### config.mk
export PLATFORM = sky130hd
export DESIGN_NAME = icache_direct
export DESIGN_NICKNAME = d
export VERILOG_FILES = /design/src/rtl/cpu_types_pkg.sv /design/src/rtl/icache_direct_frame_array.sv /design/src/rtl/icache_direct.sv
export SDC_FILE = /design/constraint.sdc
export NUM_CORES = 1
export LEC_CHECK = 0
export ABC_AREA = 1
export CORE_MARGIN = 1
export CORE_UTILIZATION = 40
export CTS_BUF_LIST = sky130_fd_sc_hd__clkbuf_8
export DETAILED_ROUTE_END_ITERATION = 16
export PLACE_DENSITY = 0.67
export SLEW_MARGIN = 20
export SYNTH_ARGS = -nofsm -noshare
export SYNTH_HDL_FRONTEND = slang
export SYNTH_SLANG_ARGS = --single-unit
### constraint.sdc
create_clock -name CLK -period 5.4 [get_ports CLK]
set_input_delay 1.62 -clock CLK [delete_from_list [all_inputs] [get_ports CLK]]
set_output_delay 1.62 -clock CLK [all_outputs]
set_load 0.05 [all_outputs]
### src/rtl/cpu_types_pkg.sv
// Shared CPU types: machine word, instruction-cache geometry, frame layout and FSM states.
package cpu_types_pkg;

  typedef logic [31:0] word_t;

  localparam int ICACHE_SETS = 16;
  localparam int IIDX_W      = $clog2(ICACHE_SETS);
  localparam int ITAG_W      = 30 - IIDX_W;

  typedef struct packed {
    logic              valid;
    logic [ITAG_W-1:0] tag;
    word_t             data;
  } icache_frame_t;

  typedef enum logic {
    IDLE  = 1'b0,
    FETCH = 1'b1
  } icache_state_t;

endpackage

### src/rtl/icache_direct_frame_array.sv
// Frame storage for the direct-mapped icache: async-clearable valid bits,
// one combinational read port, one synchronous write port and a flush-all input.
module icache_frame_array
  import cpu_types_pkg::*;
#(
  parameter int SETS = ICACHE_SETS
) (
  input  logic                        CLK,
  input  logic                        nRST,
  input  logic                        flush,
  input  logic                        we,
  input  logic [$clog2(SETS)-1:0]     ridx,
  input  logic [$clog2(SETS)-1:0]     widx,
  input  logic [29-$clog2(SETS):0]    wtag,
  input  word_t                       wdata,
  output logic                        rvalid,
  output logic [29-$clog2(SETS):0]    rtag,
  output word_t                       rdata
);

  localparam int TAG_W = 30 - $clog2(SETS);

  logic [SETS-1:0]  valid;
  logic [TAG_W-1:0] tags [SETS];
  word_t            data [SETS];

  // flush wins over a same-cycle write so a discarded fill never becomes visible
  always_ff @(posedge CLK or negedge nRST) begin
    if (!nRST)
      valid <= '0;
    else if (flush)
      valid <= '0;
    else if (we)
      valid[widx] <= 1'b1;
  end

  always_ff @(posedge CLK) begin
    if (we && !flush) begin
      tags[widx] <= wtag;
      data[widx] <= wdata;
    end
  end

  assign rvalid = valid[ridx];
  assign rtag   = tags[ridx];
  assign rdata  = data[ridx];

endmodule

### src/rtl/icache_direct.sv
// Direct-mapped one-word-per-block instruction cache with single-word miss fill.
// Optional hit/miss counters are built when ICACHE_STATS_EN is defined.
//   state | meaning
//   IDLE  | serve fetches combinationally; a miss captures its address
//   FETCH | iREN held with iaddr=miss_addr until iwait drops, then fill
module icache_direct
  import cpu_types_pkg::*;
#(
  parameter int SETS = ICACHE_SETS
) (
  input  logic        CLK,
  input  logic        nRST,
  input  logic        imemREN,
  input  logic [31:0] imemaddr,
  output logic        ihit,
  output logic [31:0] imemload,
  input  logic        flush,
  output logic        iREN,
  output logic [31:0] iaddr,
  input  logic        iwait,
  input  logic [31:0] iload
`ifdef ICACHE_STATS_EN
  ,
  output logic [31:0] hit_count,
  output logic [31:0] miss_count
`endif
);

  localparam int IDX_W = $clog2(SETS);
  localparam int TAG_W = 30 - IDX_W;

  icache_state_t    state;
  word_t            miss_addr;
  logic             iren_q;
  logic             hit;
  logic             miss_start;
  logic             fill;
  logic             f_valid;
  logic [TAG_W-1:0] f_tag;
  word_t            f_data;
  logic             unused_addr_lsb;

  assign unused_addr_lsb = ^imemaddr[1:0];

  icache_frame_array #(.SETS(SETS)) u_frames (
    .CLK   (CLK),
    .nRST  (nRST),
    .flush (flush),
    .we    (fill),
    .ridx  (imemaddr[IDX_W+1:2]),
    .widx  (miss_addr[IDX_W+1:2]),
    .wtag  (miss_addr[31:IDX_W+2]),
    .wdata (iload),
    .rvalid(f_valid),
    .rtag  (f_tag),
    .rdata (f_data)
  );

  assign hit        = (state == IDLE) && imemREN && !flush && f_valid
                      && (f_tag == imemaddr[31:IDX_W+2]);
  assign miss_start = (state == IDLE) && imemREN && !hit && !flush;
  assign fill       = (state == FETCH) && !iwait && !flush;

  assign ihit     = hit;
  assign imemload = hit ? f_data : '0;
  assign iREN     = iren_q;
  assign iaddr    = miss_addr;

  always_ff @(posedge CLK or negedge nRST) begin
    if (!nRST) begin
      state     <= IDLE;
      miss_addr <= '0;
      iren_q    <= 1'b0;
    end else begin
      case (state)
        IDLE: begin
          if (miss_start) begin
            state     <= FETCH;
            miss_addr <= {imemaddr[31:2], 2'b00};
            iren_q    <= 1'b1;
          end
        end
        FETCH: begin
          if (flush || !iwait) begin
            state  <= IDLE;
            iren_q <= 1'b0;
          end
        end
        default: begin
          state  <= IDLE;
          iren_q <= 1'b0;
        end
      endcase
    end
  end

`ifdef ICACHE_STATS_EN
  always_ff @(posedge CLK or negedge nRST) begin
    if (!nRST) begin
      hit_count  <= '0;
      miss_count <= '0;
    end else begin
      if (hit && hit_count != '1)
        hit_count <= hit_count + 32'd1;
      if (miss_start && miss_count != '1)
        miss_count <= miss_count + 32'd1;
    end
  end
`endif

endmodule
==> summary.md <==
| Metric | Value |
|---|---|
| Status | `complete, but fails checks` |
| Failing checks | `negative setup slack` |
| Net Switching | `0.004031 W` |
| CP arrival | `4190 ps` |
| Drt pass-1 iters | `9` |
| Max-cap violations | `0` |
| Worst slew margin | `28.34%` |
| Rows | `115` |
| Final setup viols | `33` |
| Number of clock sinks | `976` |
| Yosys reg bits | `976` |
| Nets | `3701` |
| Lkg Pwr | `18.07 nW` |
| Die height | `317.2 um` |
| Total power draw | `0.01571 W` |
| # hold bufs at CTS | `0` |
| Area leader, netlist | `edfxtp_1` |
| I/O pins | `135` |
| Via count | `27160` |
| Setup Total Neg Slack | `-9621 ps` |
| Initial antenna violation count | `6` |
| Post-synth EDFFs | `928` |
| GPL Wtd Cong | `0.8098` |
| Power share of the clock group | `36.3%` |
| Post-synth cell types | `35` |
| Clock slew at reported path FFs | `60 ps` |
| Period utilization | `107.6%` |
| Synth async-reset ratio | `4.918%` |
| Final design utilization | `49.36%` |
| PwrDens | `323.4 mW/mm^2` |
| CTS Buf Count | `154` |
| Critical Path Source Type | `input port` |
| Die X | `317.2 um` |
| Crit path capture type | `primary output` |
| Final Cell Area | `0.04858 sq mm` |
| Placed inst area | `0.04452 sq mm` |
| DRC | `0` |
| Sw frac | `25.66%` |
| Top-count cell post-synth | `nand2_1` |
| Final setup margin | `-409.5 ps` |
| Hold Crit Class | `flip-flop to flip-flop` |
| Final Skew | `34.48 ps` |
| Worst Path Max Fanout | `8` |
| Synth Flop Type | `edfxtp_1` |
| Pin count of the biggest net entering global routing | `92` |
| Iter 0 DRT Violations | `2782` |
| Final min period | `5809 ps` |
| Vias in the first global route | `25660` |
| Syn Std Cell Area | `0.03975 sq mm` |
| Comb power frac | `8.4%` |
| Worst endpoint required time | `3780 ps` |
| Number of vias per cell | `5.385` |
| CTS max path bufs | `3` |
| Ys Warns | `0` |
| VDD IR max | `0.2423 mV` |
| Mean routed wirelength per cell | `21.83 um` |
| Post-synthesis sequential area ratio | `73.13%` |
| Max Clk Rate | `0.1721 GHz` |
| Detailed Place HPWL | `55310 um` |
| Commonest cells post-synth | `nand2_1, edfxtp_1, nand3_1` |
| Syn-to-layout area delta | `22.21%` |
| Mapped Avg Cell Area | `11.97 sq um` |
| Gr ovfl total | `0` |
| Antenna-violating nets left | `0` |
| Slew Viols, Final | `0` |
| Root buffer cell | `clkbuf_8` |
| GR Util All Layers | `21.75%` |
| Internal power | `0.01168 W` |
| Die area | `0.1006 sq mm` |
| Worst-Margin Slew | `1075 ps` |
| Largest cells by area after synthesis | `edfxtp_1, nand2_1, nand3_1, dfrtp_1, a21oi_1` |
| Final Hold Vio Count | `0` |
| Syn Inst Count | `3322` |
| Number of H-tree levels | `4` |
| Drt total wl | `110100 um` |
| CTS tree | `done` |
| Synth top area share | `70.11%` |
| Port Buffers | `130` |
| Core area | `0.09842 sq mm` |
| Initial Util | `40.39%` |
| Worst skew pair latency | `840 ps` |
| Sequential cell fraction of total power | `55.3%` |
| Share of layout cells above drive strength 1 | `15.97%` |
| RSZ-0062 raised after global routing | `yes` |
| First-pass GRT wire length | `161700 um` |
| Crit Path Class | `input port to primary output` |
layer usage:
metal	track usage (%)	wire (um)	vias up
li1	-	-	12410
met1	29.45	44980	13350
met2	35.46	53320	1200
met3	4.043	9095	192
met4	6.992	2622	10
met5	0	73	-
worst paths after layout:
kind,from,endpoint,slack [ps],cells after the start
max,imemaddr[2],imemload[6],-410,20
max in group asynchronous,nRST,iaddr[18],3740,2
min in group asynchronous,nRST,iaddr[13],730,1
min,state,state,520,2
max reg2reg,u_frames.tags[0][1],iaddr[12],2190,19
min reg2reg,state,state,520,2
cell usage in the layout, fill, tap and decap left out, types with 11 or more instances in the layout:
cell type        Yosys  final
a221oi_1            88     88
nand3_2              1     41
clkdlybuf4s50_1      0     92
nand2_1           1004    988
a21oi_1            237    236
inv_1              200    251
dfrtp_1             48     48
nand2_2              1     15
buf_12               0     95
o21ai_1             15     20
clkinv_2             0     20
nor3_1              37     37
edfxtp_1           928    928
nor2_2               1     12
a311oi_1            16     16
nor2_1             116     85
o21ai_0             25     20
nor4_4               0     28
clkbuf_8             0    156
buf_16               0     11
buf_6               17     19
buf_4               15    136
clkinv_1             1     36
nand3_1            292    251
o22ai_1             16     16
nor2_4               0     20
power groups by stage:
stage                     combinational (W)  clock [W]  sequential (W)
after floorplan                    0.000575          0         0.00891
final                               0.00133    0.00570         0.00869
after global placement              0.00121          0         0.00883
after detailed placement            0.00123          0         0.00884
after global routing                0.00143    0.00613         0.00870
after CTS                           0.00128    0.00580         0.00868
cells by family after synthesis:
group	Yosys count	synth area share (%)
AOI/OAI and AO/OA	431	6.743
other	1	0.009434
DFF	976	73.13
buffers and inverters	415	4.589
and+or+nand+nor	1499	15.53
metrics by stage:
| stage | setup slack [ps] | hold WS [ps] | instances |
|---|---|---|---|
| floorplan | -306.3 | 475.1 | 3323 |
| global placement | -535.2 | 494.4 | 4730 |
| detailed placement | -513.2 | 498.7 | 4730 |
| CTS | -257.1 | 514.8 | 5029 |
| global route | -479.4 | 551.0 | 5044 |
| finish | -409.5 | 521.8 | 5044 |
flip-flops by register name (all words and copies together), names as in the netlist:
name            cells
iREN                1
iaddr              30
state               1
u_frames.data     512
u_frames.tags     416
u_frames.valid     16
area by class of cell:
cell class	instances	area (sq um)
fillers	8507	49840
flip-flops and latches	976	29070
multi-input cells	1932	9758
inverters	203	807.0
clock buffers	156	2147
clock inverters	124	608.1
repair inverters	2	25.02
well taps	1287	1610
repair buffers	363	4551
diodes	1	2.502
repair_timing:
| item | CTS | global route |
|---|---|---|
| gates cloned | 10 | 5 |
| resized for setup | 72 | 96 |
| setup buffers | 10 | 10 |
| pin swaps | 7 | 19 |
| setup endpoints to repair | 33 | 33 |
worst max-delay path, cell delays in order:
cell	delay, ps
buf_16	190
clkinv_16	120
buf_12	170
clkbuf_16	160
nand2_1	50
nand2_1	60
nand2_1	70
nand3_1	90
nand3_2	110
nand2_1	60
nand2_1	80
nand2_1	70
nor2_1	100
nand2_1	90
nor2_4	140
nand2_8	140
buf_12	190
nor4_4	280
buf_4	210
buf_12	140
(Power assumes the default switching activity.)
